### config.mk
export PLATFORM = sky130hd
export DESIGN_NAME = lms_phase_sequencer
export DESIGN_NICKNAME = d
export VERILOG_FILES = /design/src/rtl/lms_pkg.sv /design/src/rtl/lms_tap_counter.sv /design/src/rtl/lms_phase_sequencer.sv
export SDC_FILE = /design/constraint.sdc
export NUM_CORES = 1
export LEC_CHECK = 0
export CAP_MARGIN = 20
export CORE_AREA = 2 2 51 62
export DETAILED_ROUTE_END_ITERATION = 8
export DIE_AREA = 0 0 53 64
export GPL_TIMING_DRIVEN = 1
export PLACE_DENSITY = 0.79
export SLEW_MARGIN = 20
export SYNTH_ARGS = -nofsm -noshare
export SYNTH_HDL_FRONTEND = slang
export SYNTH_SLANG_ARGS = --single-unit
### constraint.sdc
create_clock -name clk -period 2.9 [get_ports clk]
set_input_delay 0.435 -clock clk [delete_from_list [all_inputs] [get_ports clk]]
set_output_delay 0.435 -clock clk [all_outputs]
set_load 0.05 [all_outputs]
### src/rtl/lms_pkg.sv
// ----------------------------------------------------------------------------
// lms_pkg
// Shared types and defaults for the LMS adaptive-filter sequencer.
//   lms_seq_state_e : sequencer phase encoding
//   LMS_N_TAPS_DEF  : default number of taps per filter
// ----------------------------------------------------------------------------
package lms_pkg;

    localparam int LMS_N_TAPS_DEF = 16;

    typedef enum logic [2:0] {
        IDLE,
        FILT,
        WUPD,
        SHIFT,
        DONE
    } lms_seq_state_e;

endpackage

### src/rtl/lms_tap_counter.sv
// ----------------------------------------------------------------------------
// lms_tap_counter
// Tap index counter for the FILT and WUPD phases.
//   clk      : clock, rising edge
//   rstn     : asynchronous active-low reset
//   clr      : synchronous clear to 0 (wins over en)
//   en       : advance count by one
//   count    : current tap index
//   last_tap : count == N_TAPS-1
// ----------------------------------------------------------------------------
module lms_tap_counter
    import lms_pkg::*;
#(
    parameter int N_TAPS = LMS_N_TAPS_DEF,
    parameter int CNT_W  = 5
) (
    input  logic             clk,
    input  logic             rstn,
    input  logic             clr,
    input  logic             en,
    output logic [CNT_W-1:0] count,
    output logic             last_tap
);

    // NOTE: state flops use non-blocking assignments and the async reset is in
    // the sensitivity list, so reset takes effect without waiting for a clock.
    always_ff @(posedge clk or negedge rstn) begin
        if (!rstn) begin
            count <= '0;
        end else if (clr) begin
            count <= '0;
        end else if (en) begin
            count <= count + CNT_W'(1);
        end
    end

    assign last_tap = (count == CNT_W'(N_TAPS - 1));

endmodule

### src/rtl/lms_phase_sequencer.sv
// ----------------------------------------------------------------------------
// lms_phase_sequencer
// Central sequencer for the two-channel LMS datapath. For each accepted sample
// it runs FILT (N_TAPS cycles), WUPD (N_TAPS cycles), SHIFT (1 cycle) and DONE
// (1 cycle, out_valid). All datapath enables are decoded from the state
// register; only sample_acc is combinational.
//
// Ports:
//   clk, rstn    : clock (rising edge) / asynchronous active-low reset
//   sample_stb   : new-sample pulse
//   flush        : synchronous abort of the current frame
//   ovr_clr      : clears the sticky overrun flag
//   adapt_freeze : (LMS_SEQ_ADAPT_FREEZE_EN only) skip WUPD for this frame,
//                  sampled on the sample_acc cycle
//   sample_acc   : sample accepted this cycle (loads delay-line head)
//   filt_en      : filter/error phase active
//   wupd_en      : weight-update phase active
//   shift_en     : one-cycle delay-line shift
//   tap_idx      : current tap during FILT/WUPD, else 0
//   out_valid    : filter output complete
//   busy         : state != IDLE
//   overrun      : sticky, a sample arrived while it could not be accepted
//   frame_cnt    : completed frames, wraps
//
// Build option: define LMS_SEQ_ADAPT_FREEZE_EN to add the adapt_freeze input.
// ----------------------------------------------------------------------------
module lms_phase_sequencer
    import lms_pkg::*;
#(
    parameter int N_TAPS = LMS_N_TAPS_DEF,
    parameter int CNT_W  = 5,
    parameter int FCNT_W = 16
) (
    input  logic              clk,
    input  logic              rstn,
    input  logic              sample_stb,
    input  logic              flush,
    input  logic              ovr_clr,
`ifdef LMS_SEQ_ADAPT_FREEZE_EN
    input  logic              adapt_freeze,
`endif
    output logic              sample_acc,
    output logic              filt_en,
    output logic              wupd_en,
    output logic              shift_en,
    output logic [CNT_W-1:0]  tap_idx,
    output logic              out_valid,
    output logic              busy,
    output logic              overrun,
    output logic [FCNT_W-1:0] frame_cnt
);

    lms_seq_state_e state, state_next;
    logic           cnt_clr, cnt_en, last_tap;
    logic           ovr_set;
    logic           freeze;

    lms_tap_counter #(
        .N_TAPS (N_TAPS),
        .CNT_W  (CNT_W)
    ) u_tap_counter (
        .clk      (clk),
        .rstn     (rstn),
        .clr      (cnt_clr),
        .en       (cnt_en),
        .count    (tap_idx),
        .last_tap (last_tap)
    );

    assign sample_acc = sample_stb && (state == IDLE || state == DONE);

`ifdef LMS_SEQ_ADAPT_FREEZE_EN
    logic freeze_q;

    // Latched only when a frame really starts, so a flushed accept leaves it alone.
    always_ff @(posedge clk or negedge rstn) begin
        if (!rstn) begin
            freeze_q <= 1'b0;
        end else if (sample_acc && !flush) begin
            freeze_q <= adapt_freeze;
        end
    end

    assign freeze = freeze_q;
`else
    assign freeze = 1'b0;
`endif

    always_ff @(posedge clk or negedge rstn) begin
        if (!rstn) begin
            state <= IDLE;
        end else begin
            state <= state_next;
        end
    end

    // NOTE: every signal driven here gets a default first, so no path can
    // leave one unassigned and infer a latch.
    always_comb begin
        state_next = state;
        cnt_clr    = 1'b1;   // counter idles at 0 outside the tap phases
        cnt_en     = 1'b0;
        ovr_set    = 1'b0;

        case (state)
            IDLE: begin
                if (sample_stb) state_next = FILT;
            end
            FILT: begin
                ovr_set = sample_stb;
                if (last_tap) begin
                    state_next = freeze ? SHIFT : WUPD;
                end else begin
                    cnt_clr = 1'b0;
                    cnt_en  = 1'b1;
                end
            end
            WUPD: begin
                ovr_set = sample_stb;
                if (last_tap) begin
                    state_next = SHIFT;
                end else begin
                    cnt_clr = 1'b0;
                    cnt_en  = 1'b1;
                end
            end
            SHIFT: begin
                ovr_set    = sample_stb;
                state_next = DONE;
            end
            DONE: begin
                state_next = sample_stb ? FILT : IDLE;
            end
            default: state_next = IDLE;
        endcase

        // Flush overrides everything; a coincident strobe is silently dropped.
        if (flush) begin
            state_next = IDLE;
            cnt_clr    = 1'b1;
            cnt_en     = 1'b0;
            ovr_set    = 1'b0;
        end
    end

    // frame_cnt advances on entry to DONE, so it already shows the new count
    // while out_valid is high.
    always_ff @(posedge clk or negedge rstn) begin
        if (!rstn) begin
            frame_cnt <= '0;
        end else if (state == SHIFT && !flush) begin
            frame_cnt <= frame_cnt + FCNT_W'(1);
        end
    end

    // A new overrun wins over a simultaneous clear; flush freezes the flag.
    always_ff @(posedge clk or negedge rstn) begin
        if (!rstn) begin
            overrun <= 1'b0;
        end else if (!flush) begin
            if (ovr_set) begin
                overrun <= 1'b1;
            end else if (ovr_clr) begin
                overrun <= 1'b0;
            end
        end
    end

    assign filt_en   = (state == FILT);
    assign wupd_en   = (state == WUPD);
    assign shift_en  = (state == SHIFT);
    assign out_valid = (state == DONE);
    assign busy      = (state != IDLE);

endmodule
---- Yosys cells after proc, flatten, opt, wreduce, memory -nomap -nowiden ----
Cells that the tools add are included.
word-level totals
  register bits after elaboration ......... 25
  bits of input ports ..................... 5
  output and inout bits ................... 28
  word-level logic and storage cells ...... 45
cells by class
  $add $sub $neg .......................... 2
  equal/unequal tests ..................... 8
  muxes and demuxes ....................... 18
  bitwise logic cells ..................... 1
  reduce and logical (&&, ||, !) cells .... 12
operators with widths
  operator                 count
  $add A16 B1 Y16 const B  1
  $pmux W3 S5              1
  $mux W3                  4
  $mux W1                  11
  $mux W5                  2
  $eq A3 B2 Y1 const B     2
  $ne A3 B2 Y1 const B     2
  $add A5 B1 Y5 const B    1
  $eq A5 B4 Y1 const B     1
  $reduce_bool A2 Y1       2
  $eq A3 B1 Y1 const B     1
  $eq A3 B3 Y1 const B     1
  $logic_not A3 Y1         1
  $ne A3 B3 Y1 const B     1
  $reduce_and A3 Y1        1
  $reduce_bool A3 Y1       1
  $reduce_or A3 Y1         1
  $logic_and A1 B1 Y1      2
  $reduce_and A2 Y1        1
  $reduce_or A2 Y1         1
  $logic_not A1 Y1         1
  $logic_or A1 B1 Y1       1
  $not A1 Y1               1

---- Longest topological paths before layout ----
Gate-level depths: netlist (run 1).
  word-level depth ........................ 6
  mapped depth ............................ 6
  depth with buffers taken out ............ 6

---- By module ----
Synthesis (run 1) repeated with hierarchy kept, for this count alone.
unflattened totals
  cells, all modules ...................... 109
  area total of the unflattened synthesis .. 1,257.5 um^2
modules (own cells, without submodules)
  module               instances  cells each  area each (um^2)  seq. area each (um^2)
  lms_phase_sequencer  1          86          987.2             500.5
  lms_tap_counter      1          23          270.3             125.1

---- Worst setup path after synthesis (run 1) ----
Ideal clock, no wire load.
  path kind ............................... register to register
  start point ............................. register frame_cnt[2]
  end point ............................... register frame_cnt[15]
  data arrival time ....................... 1,696 ps
  setup slack ............................. 1,123 ps
  cell stages (with the launch flop) ...... 6
  buffers on the path ..................... 1
  cells stage by stage .................... dfrtp_1 nand4_1 or3_1 buf_6 nor3_2 xor2_1
on the way
  longest elaborated chain between the ends .. 1
ends and longest elaborated chain
  what                      line                        source
  start: declaration        lms_phase_sequencer.sv:50   output logic [FCNT_W-1:0] frame_cnt
  start signal: assignment  lms_phase_sequencer.sv:152  frame_cnt <= frame_cnt + FCNT_W'(1);
  $add A16 B1 Y16           lms_phase_sequencer.sv:152
No other way between the ends.
A chain may end at the register's enable or synchronous reset.

---- Final worst setup path (run 1) ----
  start point ............................. register state[2]
  end point ............................... output busy
on the way
  longest elaborated chain between the ends .. 1
ends and longest elaborated chain
  what                      line                        source
  start: declaration        lms_phase_sequencer.sv:53   lms_seq_state_e state, state_next;
  start signal: assignment  lms_phase_sequencer.sv:93   state <= state_next;
  $reduce_bool A3 Y1        lms_phase_sequencer.sv:173  assign busy = (state != IDLE);
  end: declaration          lms_phase_sequencer.sv:48   output logic busy,
No other way between the ends.

==> results of run 1 <==
[sequential cells by signal, indices dropped and copies added (netlist names)]
name / cells
frame_cnt: 16
u_tap_counter.count: 5
state: 3
overrun: 1
[worst reg2reg max path, delay by kind of cell, from the launching register on]
kind | cells | cell delay (ns)
xor+xnor | 1 | 0.16
flops | 1 | 0.49
simple gates | 3 | 1.01
[final cells by class]
type	instances	area share, %
Sequential cell	25	40.1
Multi-Input combinational cell	77	33.5
Timing Repair Buffer	33	21.0
Clock inverter	1	0.482
Clock buffer	3	1.44
Tap cell	34	2.73
Inverter	3	0.722
[cell usage in the layout, fill, tap and decap left out]
| cell type | instances |
|---|---|
| nand4bb_4 | 1 |
| nand2b_1 | 1 |
| nor2b_1 | 2 |
| a21oi_1 | 1 |
| and2_2 | 1 |
| nand3_1 | 5 |
| and2b_2 | 2 |
| ha_1 | 3 |
| and2_1 | 1 |
| nor2_1 | 11 |
| dfrtp_1 | 25 |
| or3_1 | 1 |
| clkinvlp_4 | 1 |
| mux2i_1 | 1 |
| clkbuf_4 | 3 |
| a2bb2oi_1 | 1 |
| nor3_1 | 4 |
| xnor2_1 | 12 |
| clkdlybuf4s50_1 | 32 |
| and4_1 | 1 |
| nand4_1 | 5 |
| xor2_1 | 5 |
| o21ai_0 | 1 |
| nor3_2 | 2 |
| or3_2 | 1 |
| and3_1 | 3 |
| a22o_1 | 1 |
| buf_4 | 1 |
| nand2_1 | 11 |
| inv_1 | 3 |
[cell families (layout without fill, tap and decap cells)]
family	after synthesis	count (layout)	synth area share (%)
buf+inv	5	40	2.86
flops	25	25	53.0
xor+xnor	17	17	12.6
fa+ha+maj	3	3	3.18
mux	1	1	0.847
simple gates	52	52	25.2
compound gates	4	4	2.33
[worst paths after layout]
kind / from / to / slack (ns)
setup / recovery: state[2]$_DFFE_PN0P_ / busy / 0.45
hold / removal: rstn / frame_cnt[8]$_DFFE_PN0P_ / 0.45
setup reg to reg: state[2]$_DFFE_PN0P_ / frame_cnt[15]$_DFFE_PN0P_ / 1.18
hold reg to reg: frame_cnt[15]$_DFFE_PN0P_ / frame_cnt[15]$_DFFE_PN0P_ / 0.48
max in group asynchronous: rstn / u_tap_counter.count[2]$_DFFE_PN0P_ / 2.21
min in group clk: frame_cnt[15]$_DFFE_PN0P_ / frame_cnt[15]$_DFFE_PN0P_ / 0.48
[power by group through the flow]
stage,clock network [mW],logic [mW],registers [mW]
floorplan,0,0.0274,0.378
global placement,0,0.0710,0.366
detailed placement,0,0.0720,0.366
CTS,0.161,0.0722,0.359
global route,0.177,0.0764,0.360
finish,0.155,0.0708,0.359
[per-stage QoR]
stage / hold slack (ns) / instances / setup slack (ns)
finish: 0.450 / 176 / 0.447
global route: 0.479 / 176 / 0.321
CTS: 0.457 / 176 / 0.428
detailed placement: 0.465 / 172 / 0.593
global placement: 0.467 / 172 / 0.623
floorplan: 0.139 / 107 / 1.12
[routing by layer]
metal / global-route usage, % / up-vias
met2: 22.7 / 17
met1: 19.4 / 418
li1: - / 429
met4: 6.41 / 0
met5: 0 / -
met3: 2.80 / 2
==> results.json, run 1 <==
{
  "drive_gt1_share_pct": 8.45,
  "cp-start-kind": "flip-flop",
  "hold_buffers": 0,
  "max-clock-path-buffers": 2,
  "worst_pin_slew_ns": 0.517,
  "synth_cell_types": 27,
  "irDropWorstVdd_uv": 292,
  "first_iter_violations": 12,
  "synth_area_sq_mm": 0.00118,
  "finalNetCount": 151,
  "wl_met3_um": 76,
  "dpl_cell_area_sq_mm": 0.00153,
  "internal-power_mw": 0.432,
  "root_buffer": "clkbuf_4",
  "swShare_pct": 26.0,
  "final.period_utilization_pct": 84.6,
  "final-seq-area_sq_um": 626,
  "remaining_drc_errors": 0,
  "setup_viol": 0,
  "slowest_delay_ns": 0.71,
  "grt_max_degree": 26,
  "viasPerCell": 4.92,
  "syn_nets": 115,
  "synth_top_area_share_pct": 53.0,
  "grt_setup_unrepaired": "no",
  "cts.sinks": 25,
  "ios": 33,
  "synth.ff_latch_count": 25,
  "route.top_layer_used": "met4",
  "power.switching_mw": 0.152,
  "overflow": 0,
  "worstSetupEndpointType": "output pin",
  "multi_input_area_sq_um": 522,
  "fmax_mhz": 408,
  "hpwl_mm": 1.61,
  "grt_pass1_wl_mm": 3.75,
  "met1_length_um": 924,
  "area_growth_pct": 32.0,
  "diodes": 0,
  "clock_skew_ns": 0.0105,
  "core_sq_mm": 0.00276,
  "antenna_found_initial": 0,
  "crit_required_ns": 2.47,
  "setup_tns_ns": 0,
  "initial_core_util_pct": 42.8,
  "cp_max_fo": 10,
  "yosys.area.top_type": "dfrtp_1",
  "route.met2.wl_mm": 1.08,
  "drtPass1Iterations": 3,
  "grt.total_usage_pct": 14.5,
  "synthArstFlopShare_pct": 100,
  "arrival_ns": 2.02,
  "dieArea_sq_mm": 0.00339,
  "slowest_stage": "clkdlybuf4s50_1",
  "fin_area_sq_mm": 0.00156,
  "yosysSeqAreaShare_pct": 53.0,
  "p_clk_share_pct": 26.5,
  "cts_buffers": 3,
  "status": "finished clean",
  "synth_area_leaders": "dfrtp_1 53%, xnor2_1 8.9%, xor2_1 3.7%",
  "cts_tree": "done",
  "hp-class": "primary input to async pin",
  "p_seq_share_pct": 61.4,
  "gp_congestion": 0.730,
  "hold_violations": 0,
  "cts.clk_slew.worst_paths_ns": 0.14,
  "period_needed_ns": 2.45,
  "worstSetupPathType": "flip-flop to output pin",
  "fp-row-count": 21,
  "synth_edf_count": 0,
  "die_y_um": 64,
  "crit_cells": 2,
  "rr_worst_depth": 4,
  "static-leakage-power_nw": 0.681,
  "critPathBufInv": 1,
  "crit_family": "buffers and inverters",
  "wl_per_cell_um": 11.9,
  "via_count": 866,
  "synth_area_per_cell_sq_um": 11.0,
  "synth_commonest_cells": "25 x dfrtp_1, 12 x xnor2_1, 11 x nand2_1, 11 x nor2_1",
  "relSlewSlack_pct": 65.2,
  "yosysWarnings": 0,
  "drv_cap": 0,
  "insertion_delay_ns": 0.32,
  "cts_resized": 0,
  "combinationalPowerShare_pct": 12.1,
  "grt_pass1_vias": 850,
  "cts_max_level": 1,
  "antenna_left": 0,
  "synth-main-ff-cell": "dfrtp_1",
  "port_buffers": 32,
  "power.density_mw_per_mm2": 375,
  "fin_util_pct": 56.5,
  "path_cells": "or3_2 -> clkdlybuf4s50_1",
  "p_total_mw": 0.585,
  "netlist_instances": 107,
  "fillers": 259,
  "synth_most_common_cell": "dfrtp_1",
  "slew_viol_final": 0,
  "routed_wirelength_mm": 2.10,
  "die_width_um": 53,
  "cts_setup_buffers": 0
}
Note: power is estimated with default switching activity, not from simulation.
==> run 2: changes to the inputs <==
Clock period 2.9 ns to 2.42 ns, I/O delays scaled along.
==> results.json, run 2 (synthesis results as in run 1) <==
{
  "dpl_cell_area_sq_mm": 0.00153,
  "period_needed_ns": 2.31,
  "fp-row-count": 21,
  "largest_register_ff_count": 16,
  "ios": 33,
  "initial_core_util_pct": 42.8,
  "p_seq_share_pct": 62.4,
  "crit_cells": 2,
  "die_y_um": 64,
  "final.period_utilization_pct": 95.7,
  "status": "finished clean",
  "wl_per_cell_um": 12.4,
  "port_buffers": 32,
  "relSlewSlack_pct": 65.5,
  "grt_setup_unrepaired": "no",
  "cts.clk_slew.worst_paths_ns": 0.12,
  "cp-start-kind": "flip-flop",
  "worstSetupPathType": "flip-flop to output pin",
  "routed_wirelength_mm": 2.19,
  "viasPerCell": 4.97,
  "dieArea_sq_mm": 0.00339,
  "drv_cap": 0,
  "slowest_delay_ns": 0.71,
  "crit_family": "buffers and inverters",
  "reg2reg_to": "frame_cnt[15]$_DFFE_PN0P_",
  "antenna_left": 0,
  "power.density_mw_per_mm2": 440,
  "clock_skew_ns": 0.00371,
  "cp_max_fo": 6,
  "die_width_um": 53,
  "setup_tns_ns": 0,
  "worstSetupEndpointType": "output pin",
  "path_cells": "or3_2 -> clkdlybuf4s50_1",
  "largestRegisters": "frame_cnt: 16 flops, u_tap_counter.count: 5 flops, state: 3 flops",
  "drive_gt1_share_pct": 9.09,
  "combinationalPowerShare_pct": 12.2,
  "arrival_ns": 1.95,
  "grt_max_degree": 26,
  "hpwl_mm": 1.65,
  "antenna_found_initial": 0,
  "worst_pin_slew_ns": 0.516,
  "critPathBufInv": 1,
  "slowest_stage": "clkdlybuf4s50_1",
  "grt.total_usage_pct": 15.0,
  "grt_pass1_wl_mm": 3.86,
  "timing.critical_path.from": "state[0]$_DFFE_PN0P_",
  "rr_startpoint": "state[2]$_DFFE_PN0P_",
  "root_buffer": "clkbuf_4",
  "cts_buffers": 3,
  "drtPass1Iterations": 4,
  "grt_pass1_vias": 888,
  "remaining_drc_errors": 0,
  "swShare_pct": 24.8,
  "irDropWorstVdd_uv": 307,
  "core_sq_mm": 0.00276,
  "cts_tree": "done",
  "slew_viol_final": 0,
  "first_iter_violations": 14,
  "diodes": 0,
  "p_clk_share_pct": 25.5,
  "hold_violations": 0,
  "finalNetCount": 152,
  "r2r_slack_ns": 0.68,
  "mostFrequentLayoutCells": "28 x clkdlybuf4s50_1, 25 x dfrtp_1, 12 x xnor2_1",
  "internal-power_mw": 0.519,
  "crit_required_ns": 2.06,
  "power.switching_mw": 0.171,
  "p_total_mw": 0.690,
  "overflow": 0,
  "insertion_delay_ns": 0.31,
  "cts.sinks": 25,
  "setup_viol": 0,
  "cts_max_level": 1,
  "top_register": "frame_cnt",
  "crit_path_end": "busy",
  "fin_area_sq_mm": 0.00157,
  "via_count": 880,
  "fmax_mhz": 432,
  "static-leakage-power_nw": 0.740,
  "hp-class": "primary input to async pin",
  "area_growth_pct": 32.7,
  "gp_congestion": 0.763,
  "rr_worst_depth": 5,
  "max-clock-path-buffers": 2,
  "final_common_cell": "clkdlybuf4s50_1"
}
==> run 2: changes by cell type in the layout (fill, tap and decap cells not counted), sizes merged <==
cell           change
clkdlybuf4s50      -4
dlymetal6s2s       +3
buf                +2
clkbuf             +1
clkinvlp           -1
==> run 2: how the worst min path moves through the flow <==
stage,endpoint,slack [ns],depth (start not counted)
4_1_cts,frame_cnt[8]$_DFFE_PN0P_,0.39,2
6_report,frame_cnt[8]$_DFFE_PN0P_,0.39,2
5_1_grt,frame_cnt[3]$_DFFE_PN0P_,0.40,2
3_3_place_gp,frame_cnt[15]$_DFFE_PN0P_,0.47,1
2_1_floorplan,frame_cnt[0]$_DFFE_PN0P_,0.07,0
3_5_place_dp,u_tap_counter.count[0]$_DFFE_PN0P_,0.49,1
==> run 2: cell type report <==
type	count	area, sq um
clock buffer	4	26.3
fill	247	1190
inverter	3	11.3
multi-input combinational	77	522
sequential	25	626
tap	34	42.5
timing repair buffer	34	340
==> run 2: worst reg2reg max path: cells and delay by family, from the launching register on <==
| kind | cells | cell delay, ns |
|---|---|---|
| DFF | 1 | 0.39 |
| buffers and inverters | 1 | 0.16 |
| and+or+nand+nor | 3 | 0.96 |
| xor gates and xnor gates | 1 | 0.16 |
==> run 2: metrics by stage <==
step | hold slack, ns | utilization [%] | std cells | setup WS, ns
after floorplan | 0.0674 | - | 107 | 0.643
after global placement | 0.474 | 55.6 | 173 | 0.363
after detailed placement | 0.494 | 55.6 | 173 | 0.299
after CTS | 0.392 | 56.6 | 177 | 0.00697
after global routing | 0.401 | 56.8 | 177 | 0.0278
final | 0.388 | 56.8 | 177 | 0.105
==> run 2: routing by layer <==
layer  vias to the layer above  wire [um]  track usage, %
li1                        433          -               -
met1                       417        982            18.7
met2                        25       1050            25.0
met3                         5        110            2.34
met4                         0         44            6.73
met5                         -          0               0
==> run 2: repair_timing <==
| action | in CTS | in global routing |
|---|---|---|
| setup endpoints to repair | 0 | 3 |
| hold buffers | 0 | 0 |
| setup buffers | 0 | 0 |
| gates resized for setup | 0 | 3 |
==> run 2: power by group through the flow <==
stage	Sequential, mW	Clock, mW	Combinational (mW)
after floorplan	0.453	0	0.0328
after global placement	0.438	0	0.0845
after detailed placement	0.438	0	0.0852
after CTS	0.430	0.185	0.0855
after global routing	0.431	0.204	0.0906
final	0.430	0.176	0.0840
